==> config.mk <==
export PLATFORM = sky130hd
export DESIGN_NAME = ysyx_25030085_wbu_flat
export DESIGN_NICKNAME = d
export VERILOG_FILES = /design/src/rtl/ysyx_25030085_wbu_if.sv /design/src/rtl/ysyx_25030085_wbu.sv /design/src/flat_wrapper.sv
export SDC_FILE = /design/constraint.sdc
export NUM_CORES = 1
export LEC_CHECK = 0
export ABC_AREA = 1
export BUFFER_PORTS_ARGS = -buffer_cell sky130_fd_sc_hd__buf_2
export CORE_MARGIN = 10
export CORE_UTILIZATION = 45
export CTS_CLUSTER_DIAMETER = 150
export DETAILED_ROUTE_END_ITERATION = 12
export GPL_TIMING_DRIVEN = 1
export PLACE_DENSITY = 0.77
export SYNTH_ARGS = -nofsm -noshare
export SYNTH_HDL_FRONTEND = slang
export SYNTH_SLANG_ARGS = --single-unit
==> constraint.sdc <==
create_clock -name clk -period 4.9 [get_ports clk]
set_input_delay 0.245 -clock clk [delete_from_list [all_inputs] [get_ports clk]]
set_output_delay 0.245 -clock clk [all_outputs]
set_load 0.005 [all_outputs]
==> src/rtl/ysyx_25030085_wbu_if.sv <==
// ysyx_25030085_wbu_if -- handshake and data bundle of the writeback unit.
//   in_*        : result handed over by the EXU (valid/ready handshake)
//   mem_*       : load data returning from memory
//   rf_*        : register-file write port
//   commit_*    : retire pulse, retiring pc and retired-instruction count
//   err         : sticky load-timeout flag
// Modports: master = EXU/memory/testbench side, slave = writeback unit.
interface ysyx_25030085_wbu_if;
    logic        in_valid;
    logic        in_ready;
    logic [4:0]  in_rd;
    logic        in_reg_write;
    logic [1:0]  in_wb_sel;
    logic [31:0] in_alu_result;
    logic [31:0] in_pc;
    logic [31:0] in_imm;
    logic        mem_rvalid;
    logic [31:0] mem_rdata;
    logic        rf_wen;
    logic [4:0]  rf_waddr;
    logic [31:0] rf_wdata;
    logic        commit_valid;
    logic [31:0] commit_pc;
    logic [31:0] commit_cnt;
    logic        err;

    modport master (
        output in_valid, in_rd, in_reg_write, in_wb_sel, in_alu_result,
               in_pc, in_imm, mem_rvalid, mem_rdata,
        input  in_ready, rf_wen, rf_waddr, rf_wdata, commit_valid,
               commit_pc, commit_cnt, err
    );

    modport slave (
        input  in_valid, in_rd, in_reg_write, in_wb_sel, in_alu_result,
               in_pc, in_imm, mem_rvalid, mem_rdata,
        output in_ready, rf_wen, rf_waddr, rf_wdata, commit_valid,
               commit_pc, commit_cnt, err
    );
endinterface

==> src/rtl/ysyx_25030085_wbu.sv <==
// ysyx_25030085_wbu -- writeback unit.
// Accepts one EXU result at a time, selects the writeback value (ALU, load
// data, pc+4 or immediate), waits for load data when needed, then retires the
// instruction with a one-cycle commit pulse and an optional register write.
// Ports:
//   clk  : clock, all state updates on its rising edge
//   rst  : asynchronous active-high reset
//   bus  : ysyx_25030085_wbu_if.slave (handshake, memory, rf and commit signals)
// Optional feature: define YSYX_25030085_WBU_TIMEOUT_EN to abandon a load after
// 255 cycles without load data and raise the sticky err flag.
module ysyx_25030085_wbu (
    input  logic                    clk,
    input  logic                    rst,
    ysyx_25030085_wbu_if.slave      bus
);

    typedef enum logic [1:0] {
        IDLE     = 2'd0,
        WAIT_MEM = 2'd1,
        COMMIT   = 2'd2
    } state_e;

    state_e      state_q, state_d;
    logic [4:0]  rd_q, rd_d;
    logic        reg_write_q, reg_write_d;
    logic [31:0] wdata_q, wdata_d;
    logic [31:0] pc_q, pc_d;
    logic        wen_q, wen_d;
    logic        cv_q, cv_d;
    logic [31:0] cnt_q, cnt_d;
    logic        err_q, err_d;
`ifdef YSYX_25030085_WBU_TIMEOUT_EN
    logic [7:0]  tmo_q, tmo_d;
`endif

    // Writeback value for non-load sources; load data arrives later.
    function automatic logic [31:0] wb_mux(input logic [1:0]  sel,
                                           input logic [31:0] alu,
                                           input logic [31:0] pc,
                                           input logic [31:0] imm);
        logic [31:0] res;
        case (sel)
            2'b00:   res = alu;
            2'b10:   res = pc + 32'd4;
            2'b11:   res = imm;
            default: res = 32'h0000_0000;
        endcase
        return res;
    endfunction

    assign bus.in_ready     = (state_q == IDLE);
    assign bus.rf_wen       = wen_q;
    assign bus.rf_waddr     = rd_q;
    assign bus.rf_wdata     = wdata_q;
    assign bus.commit_valid = cv_q;
    assign bus.commit_pc    = pc_q;
    assign bus.commit_cnt   = cnt_q;
    assign bus.err          = err_q;

    // Next-state and next-output logic; commit outputs are precomputed so they
    // are already registered during the COMMIT cycle.
    always_comb begin
        state_d     = state_q;
        rd_d        = rd_q;
        reg_write_d = reg_write_q;
        wdata_d     = wdata_q;
        pc_d        = pc_q;
        wen_d       = 1'b0;
        cv_d        = 1'b0;
        cnt_d       = cnt_q;
        err_d       = err_q;
`ifdef YSYX_25030085_WBU_TIMEOUT_EN
        tmo_d       = tmo_q;
`endif
        case (state_q)
            IDLE: begin
                if (bus.in_valid) begin
                    rd_d        = bus.in_rd;
                    reg_write_d = bus.in_reg_write;
                    pc_d        = bus.in_pc;
                    if (bus.in_wb_sel == 2'b01) begin
                        state_d = WAIT_MEM;
`ifdef YSYX_25030085_WBU_TIMEOUT_EN
                        tmo_d   = 8'd0;
`endif
                    end else begin
                        state_d = COMMIT;
                        wdata_d = wb_mux(bus.in_wb_sel, bus.in_alu_result,
                                         bus.in_pc, bus.in_imm);
                        wen_d   = bus.in_reg_write && (bus.in_rd != 5'd0);
                        cv_d    = 1'b1;
                        cnt_d   = cnt_q + 32'd1;
                    end
                end else begin
                    state_d = IDLE;
                end
            end
            WAIT_MEM: begin
                if (bus.mem_rvalid) begin
                    state_d = COMMIT;
                    wdata_d = bus.mem_rdata;
                    wen_d   = reg_write_q && (rd_q != 5'd0);
                    cv_d    = 1'b1;
                    cnt_d   = cnt_q + 32'd1;
                end else begin
`ifdef YSYX_25030085_WBU_TIMEOUT_EN
                    // The 255th empty wait cycle abandons the load.
                    if (tmo_q == 8'd254) begin
                        tmo_d   = 8'd255;
                        state_d = IDLE;
                        err_d   = 1'b1;
                    end else begin
                        tmo_d   = tmo_q + 8'd1;
                        state_d = WAIT_MEM;
                    end
`else
                    state_d = WAIT_MEM;
`endif
                end
            end
            COMMIT: begin
                state_d = IDLE;
            end
            default: begin
                state_d = IDLE;
            end
        endcase
    end

    // State and output registers with asynchronous reset.
    always_ff @(posedge clk or posedge rst) begin
        if (rst) begin
            state_q     <= IDLE;
            rd_q        <= 5'd0;
            reg_write_q <= 1'b0;
            wdata_q     <= 32'd0;
            pc_q        <= 32'd0;
            wen_q       <= 1'b0;
            cv_q        <= 1'b0;
            cnt_q       <= 32'd0;
            err_q       <= 1'b0;
`ifdef YSYX_25030085_WBU_TIMEOUT_EN
            tmo_q       <= 8'd0;
`endif
        end else begin
            state_q     <= state_d;
            rd_q        <= rd_d;
            reg_write_q <= reg_write_d;
            wdata_q     <= wdata_d;
            pc_q        <= pc_d;
            wen_q       <= wen_d;
            cv_q        <= cv_d;
            cnt_q       <= cnt_d;
            err_q       <= err_d;
`ifdef YSYX_25030085_WBU_TIMEOUT_EN
            tmo_q       <= tmo_d;
`endif
        end
    end

endmodule

==> src/flat_wrapper.sv <==
// flat-port wrapper written by rule: the top's interface ports become plain ports
module ysyx_25030085_wbu_flat 
  (clk, rst, bus_in_valid, bus_in_rd, bus_in_reg_write, bus_in_wb_sel, bus_in_alu_result, bus_in_pc, bus_in_imm, bus_mem_rvalid, bus_mem_rdata, bus_in_ready, bus_rf_wen, bus_rf_waddr, bus_rf_wdata, bus_commit_valid, bus_commit_pc, bus_commit_cnt, bus_err);
  ysyx_25030085_wbu_if bus_i ();
  input  logic clk;
  input  logic rst;
  input wire logic [$bits(bus_i.in_valid)-1:0] bus_in_valid;
  input wire logic [$bits(bus_i.in_rd)-1:0] bus_in_rd;
  input wire logic [$bits(bus_i.in_reg_write)-1:0] bus_in_reg_write;
  input wire logic [$bits(bus_i.in_wb_sel)-1:0] bus_in_wb_sel;
  input wire logic [$bits(bus_i.in_alu_result)-1:0] bus_in_alu_result;
  input wire logic [$bits(bus_i.in_pc)-1:0] bus_in_pc;
  input wire logic [$bits(bus_i.in_imm)-1:0] bus_in_imm;
  input wire logic [$bits(bus_i.mem_rvalid)-1:0] bus_mem_rvalid;
  input wire logic [$bits(bus_i.mem_rdata)-1:0] bus_mem_rdata;
  output wire logic [$bits(bus_i.in_ready)-1:0] bus_in_ready;
  output wire logic [$bits(bus_i.rf_wen)-1:0] bus_rf_wen;
  output wire logic [$bits(bus_i.rf_waddr)-1:0] bus_rf_waddr;
  output wire logic [$bits(bus_i.rf_wdata)-1:0] bus_rf_wdata;
  output wire logic [$bits(bus_i.commit_valid)-1:0] bus_commit_valid;
  output wire logic [$bits(bus_i.commit_pc)-1:0] bus_commit_pc;
  output wire logic [$bits(bus_i.commit_cnt)-1:0] bus_commit_cnt;
  output wire logic [$bits(bus_i.err)-1:0] bus_err;
  assign bus_i.in_valid = bus_in_valid;
  assign bus_i.in_rd = bus_in_rd;
  assign bus_i.in_reg_write = bus_in_reg_write;
  assign bus_i.in_wb_sel = bus_in_wb_sel;
  assign bus_i.in_alu_result = bus_in_alu_result;
  assign bus_i.in_pc = bus_in_pc;
  assign bus_i.in_imm = bus_in_imm;
  assign bus_i.mem_rvalid = bus_mem_rvalid;
  assign bus_i.mem_rdata = bus_mem_rdata;
  assign bus_in_ready = bus_i.in_ready;
  assign bus_rf_wen = bus_i.rf_wen;
  assign bus_rf_waddr = bus_i.rf_waddr;
  assign bus_rf_wdata = bus_i.rf_wdata;
  assign bus_commit_valid = bus_i.commit_valid;
  assign bus_commit_pc = bus_i.commit_pc;
  assign bus_commit_cnt = bus_i.commit_cnt;
  assign bus_err = bus_i.err;
  ysyx_25030085_wbu u_core (.clk(clk), .rst(rst), .bus(bus_i));
endmodule
Word level (Yosys, flattened, before mapping)
Cells that the tools add are included.
W data, S select, Z words.
{ "word_totals": {"wordCells": 47, "latch_bits": 0, "ff_bits": 106, "mem_count": 0, "mem_bits_ro": 0, "ramBits": 0} }
{ "classes": {"bitwise_logic": 0, "n_mux": 21, "div_mod_pow": 0, "n_eq_ne": 7, "add_sub_neg": 2, "n_reduce_logical": 9, "n_mul": 0, "n_lt_le_gt_ge": 0, "shift": 0} }
{ "op_table": {"columns": ["op", "count"], "rows": [
  ["$mux W32", 6],
  ["$pmux W32 S2", 2],
  ["$pmux W32 S3", 1],
  ["$add A32 B1 Y32 const B", 1],
  ["$add A32 B3 Y32 const B", 1],
  ["$reduce_bool A5 Y1", 2],
  ["$mux W1", 6],
  ["$mux W2", 3],
  ["$ne A2 B2 Y1 const B", 3],
  ["$eq A2 B1 Y1 const B", 2],
  ["$eq A2 B2 Y1 const B", 2],
  ["$logic_not A2 Y1", 2],
  ["$pmux W1 S2", 2],
  ["$pmux W2 S2", 1],
  ["$reduce_and A4 Y1", 1],
  ["$logic_and A1 B1 Y1", 2],
  ["$reduce_and A2 Y1", 1],
  ["$reduce_bool A2 Y1", 1]
]} }

Longest topological paths before layout
Gate-level depths: netlist of the first run.
{ "depth": {"word_depth": 5, "ltp_mapped": 11} }

Worst setup path after synthesis of the first run
OpenSTA, ideal clock, no wires.
{ "synth_path": {"kind": "reg2reg", "startpoint": "register u_core.bus.commit_valid (netlist name)", "endpoint": "register u_core.cnt_q[25] (netlist: u_core.bus.commit_cnt[25])", "stages_incl_launch_ff": 11, "setup_ns": 0.122, "setup_slack_ns": 3.444, "t_required_ns": 4.778, "arrival_ns": 1.334, "path_cell_list": "dfrtp_1 -> inv_2 -> nand2_2 -> nor2_4 -> nand2_1 -> nand2_2 -> buf_6 -> nand3_4 -> nor2_2 -> nand2_1 -> xor2_1"} }
{ "synth_rtl": {"columns": ["element", "line", "text"], "rows": [
  ["end signal: assignment", "ysyx_25030085_wbu.sv:153", "cnt_q <= cnt_d;"],
  ["end: declaration", "ysyx_25030085_wbu.sv:30", "logic [31:0] cnt_q, cnt_d;"]
]} }

==> flow_summary.toml, run 1 <==
[outcome]
status = "complete, no violations"

[synthesis]
synth_cells = 889
synthesis.area_sq_mm = 0.00631
synth.largest_area_cell = "dfrtp_1"
avgSynthCellArea_sq_um = 7.10
ys_ff_latch = 105
async_flop_share_pct = 100
yosys-top-cells-area = "dfrtp_1 (42%), nand2_1 (17%), nand3_1 (5.5%), a21oi_1 (5.1%), inv_1 (5.0%)"
ys_warn_count = 0
yosysTopAreaCellShare_pct = 41.7
ys_seq_area_share_pct = 41.7
synth-main-ff-cell = "dfrtp_1"
synth.distinct_cells = 37
syn_nets = 1031
synth_edf_count = 0

[timing]
max_slew_margin_pct = 30.2
period_needed_ns = 2.92
drv_slew = 0
fin_tns_setup_ns = 0
tightest_slew_ns = 1.05
hold_viol = 0
fmax_ghz = 0.342
whs_ns = 0.107
rsz0062_at_grt = "no"
setup_slack_ns = 1.98
period_share_pct = 59.6
setup_viol = 0
finClkSkew_ns = 0.00815

[global_routing]
grt_usage_pct = 23.1
grt-busiest-layer = "met2"
grt_pass1_vias = 6752
grtUsageMet1_pct = 27.3
grt_max_degree = 68
grt_pass1_wl_mm = 36.0
use_met2_pct = 37.7
grt_util_met3_pct = 7.12
antenna_found_initial = 5
grt_overflow = 0

[floorplanning]
ios = 245
core_sq_mm = 0.0138
die_h_um = 138
die_w_um = 138
start_util_pct = 45.6
rows = 43
dieArea_sq_mm = 0.0192

[final_layout]
layout-drive-gt1-share_pct = 27.2
final_common_cell = "nand2_1"
final_nets = 1257
layout_common_cells = "nand2_1 (290), buf_2 (243), dfrtp_1 (105), inv_1 (83), nor2_1 (81)"
postLayoutCoreUtil_pct = 57.3
area_growth_pct = 25.5

[drt]
firstDrtPassIters = 5
viasPerCell = 5.17
drt-initial-drc-count = 636
ant_nets = 0
wl_mm = 22.7
drc_errors = 0
vias = 6736
wl_per_cell_um = 17.4

[clock_network]
cts_made_buffers = 9
cts_setup_buffers = 0
cts_max_path_buffers = 2
cts_resized = 0
clk_latency_ns = 0.35
cts.sinks = 105
htree_levels = 3
cts_tree = "done"
clk_pin_slew_ns = 0.07
cts-root-buf = "clkbuf_16"

[worst_setup_path]
end_kind = "register"
crit_type = "register to register"
cp_max_fo = 45
worstPathRequired_ns = 5.13
arrival_ns = 3.16
startpoint_type = "register"

[power]
total_power_uw = 2760
ir_worst_vdd_mv = 0.181
p_leak_uw = 0.00410
power_density_mw_per_mm2 = 349

[placement]
pre_cts_slack_ns = 1.97
io_buffers = 243
dp_hpwl_mm = 18.4
place_congestion = 0.931

[worst_hold_path]
min_path_type = "input port to register"

[flow_run]
max_cap_violations = 0
## metal layers
layer  vias to the layer above  wire, um
met3                        51      2110
met5                         -        13
met1                      3067      9120
met2                       319     10700
li1                       3297         -
met4                         2       725
## Yosys cell counts (11+ instances only)
master	n
xor2_1	17
xnor2_1	11
a22o_1	13
nor3_1	11
buf_2	20
nand2_1	290
nor2_1	82
a21oi_1	64
nor2_2	12
nand3_1	69
inv_1	84
o21ai_0	44
dfrtp_1	105
## sequential cells by signal, indices dropped and copies added, names as in the netlist
signal and cells:
u_core.bus.rf_waddr 5, u_core.bus.commit_pc 32, u_core.state_q 1, u_core.bus.commit_cnt 32, u_core.bus.rf_wen 1, u_core.bus.rf_wdata 32
u_core.reg_write_q 1, u_core.bus.commit_valid 1
## layout make-up
class	instances	area, sq um
Sequential cell	105	2630
Clock inverter	5	40.0
Fill cell	1358	5910
Tap cell	180	225
Multi-Input combinational cell	660	3170
Inverter	91	344
Antenna cell	4	10.0
Clock buffer	11	243
Timing Repair Buffer	248	1260
## worst paths after layout
kind                                                 to  cells past startpoint  slack (ns)                     from
worst min register to register  u_core.bus.commit_pc[0]                      2        0.48  u_core.bus.commit_pc[0]
worst min-delay path             u_core.bus.rf_waddr[4]                      3        0.11             bus_in_rd[4]
min in group asynchronous       u_core.bus.commit_pc[3]                      3        0.48                      rst
max in group asynchronous       u_core.bus.rf_wdata[19]                      4        3.19                      rst
worst max register to register   u_core.bus.rf_wdata[1]                      7        1.98  u_core.bus.commit_valid
worst max-delay path             u_core.bus.rf_wdata[1]                      7        1.98  u_core.bus.commit_valid
## power by group
part	switching, uW	total, uW	internal, uW
combinational	470	811	341
sequential	174	1250	1070
clock	340	703	363
total	984	2760	1780
## kinds of logic after synthesis
logic type,share of synthesized area (%)
simple gates,34.7
compound gates,11.3
buf+inv,8.07
flops,41.7
xor+xnor,3.89
fa+ha+maj,0.397
other cells,0.0594
## stage by stage
| stage | area (sq um) | cells |
|---|---|---|
| 6_report | 7920 | 1304 |
| 5_1_grt | 7920 | 1303 |
| 4_1_cts | 7910 | 1300 |
| 3_5_place_dp | 7620 | 1283 |
| 3_3_place_gp | 7620 | 1283 |
| 2_1_floorplan | 6310 | 889 |
## critical path, cell delays in order, from the launching register on
cell	delay, ns
dfrtp_1	0.43
nor2_4	0.64
nand2_1	0.19
nand2_2	0.28
buf_4	0.49
inv_2	0.39
a21oi_1	0.23
a21oi_1	0.09
## repair_timing
item | 4_1_cts | 5_1_grt
endpoints found under the setup margin | 0 | 0
hold buffers | 1 | 0
endpoints found under the hold margin | 38 | 0
Power figures use the tool's default switching activity.
==> inputs of run 2 (changes only) <==
--- a/config.mk
+++ b/config.mk
@@ -5,14 +5,14 @@
 export SDC_FILE = /design/constraint.sdc
 export NUM_CORES = 1
 export LEC_CHECK = 0
-export ABC_AREA = 1
+export ABC_AREA = 0
 export BUFFER_PORTS_ARGS = -buffer_cell sky130_fd_sc_hd__buf_2
 export CORE_MARGIN = 10
 export CORE_UTILIZATION = 45
 export CTS_CLUSTER_DIAMETER = 150
 export DETAILED_ROUTE_END_ITERATION = 12
 export GPL_TIMING_DRIVEN = 1
-export PLACE_DENSITY = 0.77
+export PLACE_DENSITY = 0.78
 export SYNTH_ARGS = -nofsm -noshare
 export SYNTH_HDL_FRONTEND = slang
 export SYNTH_SLANG_ARGS = --single-unit
==> constraint.sdc (replaced) <==
create_clock -name clk -period 2.7 [get_ports clk]
set_input_delay 0.135 -clock clk [delete_from_list [all_inputs] [get_ports clk]]
set_output_delay 0.135 -clock clk [all_outputs]
set_load 0.005 [all_outputs]
==> run 2 against run 1 <==
Net effect: cell area down 3.1%; critical path type unchanged; largest cell class unchanged; sequential share of layout area is 1.1 points higher; global-route usage is 0.094 points lower.
==> flow_summary.toml, run 2 <==
[outcome]
status = "complete, no violations"

[worst_setup_path]
cp_max_fo = 10
worstPathRequired_ns = 2.94
crit_slowest_cell = "nor4_4"
crit_type = "register to register"
end_kind = "register"
startpoint_type = "register"
slowest_delay_ns = 0.53
reg2reg_to = "u_core.bus.commit_cnt[21]"
crit_chain = "nand2b_4, o21a_1, buf_4, nor4_4, nand4_1, xnor2_1"
rr_startpoint = "u_core.state_q[0]"
arrival_ns = 2.41
ff2ff_setup_slack_ns = 0.53
rr_worst_depth = 6

[timing]
finClkSkew_ns = 0.00977
period_needed_ns = 2.17
drv_slew = 0
period_share_pct = 80.4
hold_viol = 0
whs_ns = 0.0170
fin_tns_setup_ns = 0
fmax_ghz = 0.461
tightest_slew_ns = 0.774
rsz0062_at_grt = "no"
setup_slack_ns = 0.530
max_slew_margin_pct = 48.3
setup_viol = 0

[synthesis]
ys_warn_count = 0
synth_edf_count = 0
yosys-top-cells-area = "dfrtp_1 (45%), nand2_1 (10%), xnor2_1 (5.2%), o21ai_0 (3.8%), xor2_1 (2.5%)"
ys_ff_latch = 105
synth.distinct_cells = 59
ys_seq_area_share_pct = 44.8
synth_top_cells_by_count = "nand2_1 (158), dfrtp_1 (105), o21ai_0 (44)"
synthesis.area_sq_mm = 0.00586
syn_nets = 786
avgSynthCellArea_sq_um = 9.11
yosysTopAreaCellShare_pct = 44.8
synth-main-ff-cell = "dfrtp_1"
synth_most_common_cell = "nand2_1"
synth.largest_area_cell = "dfrtp_1"
synth_cells = 644
async_flop_share_pct = 100

[global_routing]
grt_pass1_wl_mm = 32.9
grt_usage_pct = 23.0
antenna_found_initial = 5
grt_max_degree = 57
grt_pass1_vias = 5972
grt_overflow = 0

[power]
p_leak_uw = 0.00373
ir_worst_vdd_mv = 0.419
power_density_mw_per_mm2 = 643

[final_layout]
layout_common_cells = "buf_2 (243), nand2_1 (158), dfrtp_1 (105), o21ai_0 (44), xnor2_1 (35)"
final_nets = 1022
area_growth_pct = 30.9
design_area_sq_mm = 0.00767
final_common_cell = "buf_2"
layout-drive-gt1-share_pct = 34.0

[drt]
drc_errors = 0
viasPerCell = 5.54
firstDrtPassIters = 7
wl_per_cell_um = 19.9
drt-initial-drc-count = 463
ant_nets = 0
vias = 5868
wl_mm = 21.1

[clock_network]
cts-root-buf = "clkbuf_16"
clk_pin_slew_ns = 0.07
cts_resized = 0
cts_max_path_buffers = 2
clk_latency_ns = 0.36
cts.sinks = 105
cts_tree = "done"
cts_made_buffers = 9
htree_levels = 3

[worst_hold_path]
hold_path_depth = 3
min_to = "u_core.bus.commit_pc[30]"
hold_path_startpoint = "bus_in_pc[30]"
min_path_type = "input port to register"

[placement]
pre_cts_slack_ns = 0.530
place_congestion = 0.917
io_buffers = 243
place_area_sq_mm = 0.00724
dp_hpwl_mm = 16.5

[flow_run]
max_cap_violations = 0

[floorplanning]
rows = 41
die_h_um = 134
die_w_um = 134
start_util_pct = 46.3
core_sq_mm = 0.0127
dieArea_sq_mm = 0.0180
ios = 245
==> run 2: changes by cell type after synthesis, moves of 10 or more <==
cell and change:
nand2_1 -132, inv_1 -81, nor2_1 -61, a21oi_1 -50
nand3_1 -43, xnor2_1 +24, clkbuf_1 +15, nor2_2 -12
a221o_1 +10
==> run 2: cell families after synthesis <==
kind of cell / Yosys count / share of synthesized area (%)
adders and majority gates: 2 / 0.427
xor gates and xnor gates: 52 / 7.77
buffers and inverters: 49 / 4.01
AOI/OAI and AO/OA: 141 / 16.1
other: 1 / 0.0639
muxes: 4 / 0.683
and+or+nand+nor: 290 / 26.1
DFF: 105 / 44.8
==> run 2: worst max-delay path, delay by kind of cell, from the launching register on <==
kind,cells,cell delay [ns]
compound gates,1,0.29
xor+xnor,1,0.15
buf+inv,1,0.22
flops,1,0.48
simple gates,3,0.90
==> run 2: worst max-delay path by stage <==
stage / from / end / slack [ns] / cells past startpoint
after detailed placement: u_core.state_q[0] / u_core.bus.commit_cnt[21] / 0.53 / 6
final: u_core.state_q[0] / u_core.bus.commit_cnt[21] / 0.53 / 6
after floorplan: u_core.state_q[0] / u_core.bus.rf_wdata[28] / 0.94 / 7
after CTS: u_core.state_q[0] / u_core.bus.commit_cnt[21] / 0.51 / 6
after global routing: u_core.bus.commit_valid / u_core.bus.rf_wdata[26] / 0.32 / 4
after global placement: u_core.state_q[0] / u_core.bus.commit_cnt[21] / 0.57 / 6
==> run 2: routing by layer <==
layer | vias up | global-route usage, % | share of wire (%)
li1 | 2775 | - | -
met1 | 2824 | 28.6 | 42
met2 | 240 | 36.9 | 48
met3 | 25 | 7.99 | 8.5
met4 | 4 | 6.59 | 1.7
met5 | - | 0 | 0.13
==> run 2: repair_timing <==
item	CTS	global route
endpoints found under the hold margin	42	0
buffers inserted	0	0
hold buffers	10	0
==> run 2: final cells by class <==
class / count / area, sq um
inverters: 4 / 18.8
fillers: 1090 / 5000
diodes: 3 / 7.51
clock inverters: 7 / 101
multi-input cells: 490 / 3010
flip-flops and latches: 105 / 2630
well taps: 172 / 215
clock buffers: 9 / 225
repair buffers: 270 / 1470
==> run 2: metrics by stage <==
step	util, %	std cells	power [uW]
global route	60.5	1058	5230
floorplan	-	644	2780
global placement	57.1	1031	3480
detailed placement	57.1	1031	3510
finish	60.6	1060	4930
CTS	60.5	1057	4960
==> run 2: report_power, final <==
group	switching (uW)	leakage (uW)	internal, uW
Clock	611	0.000158	822
Sequential	256	0.00133	1900
Combinational	746	0.00225	598
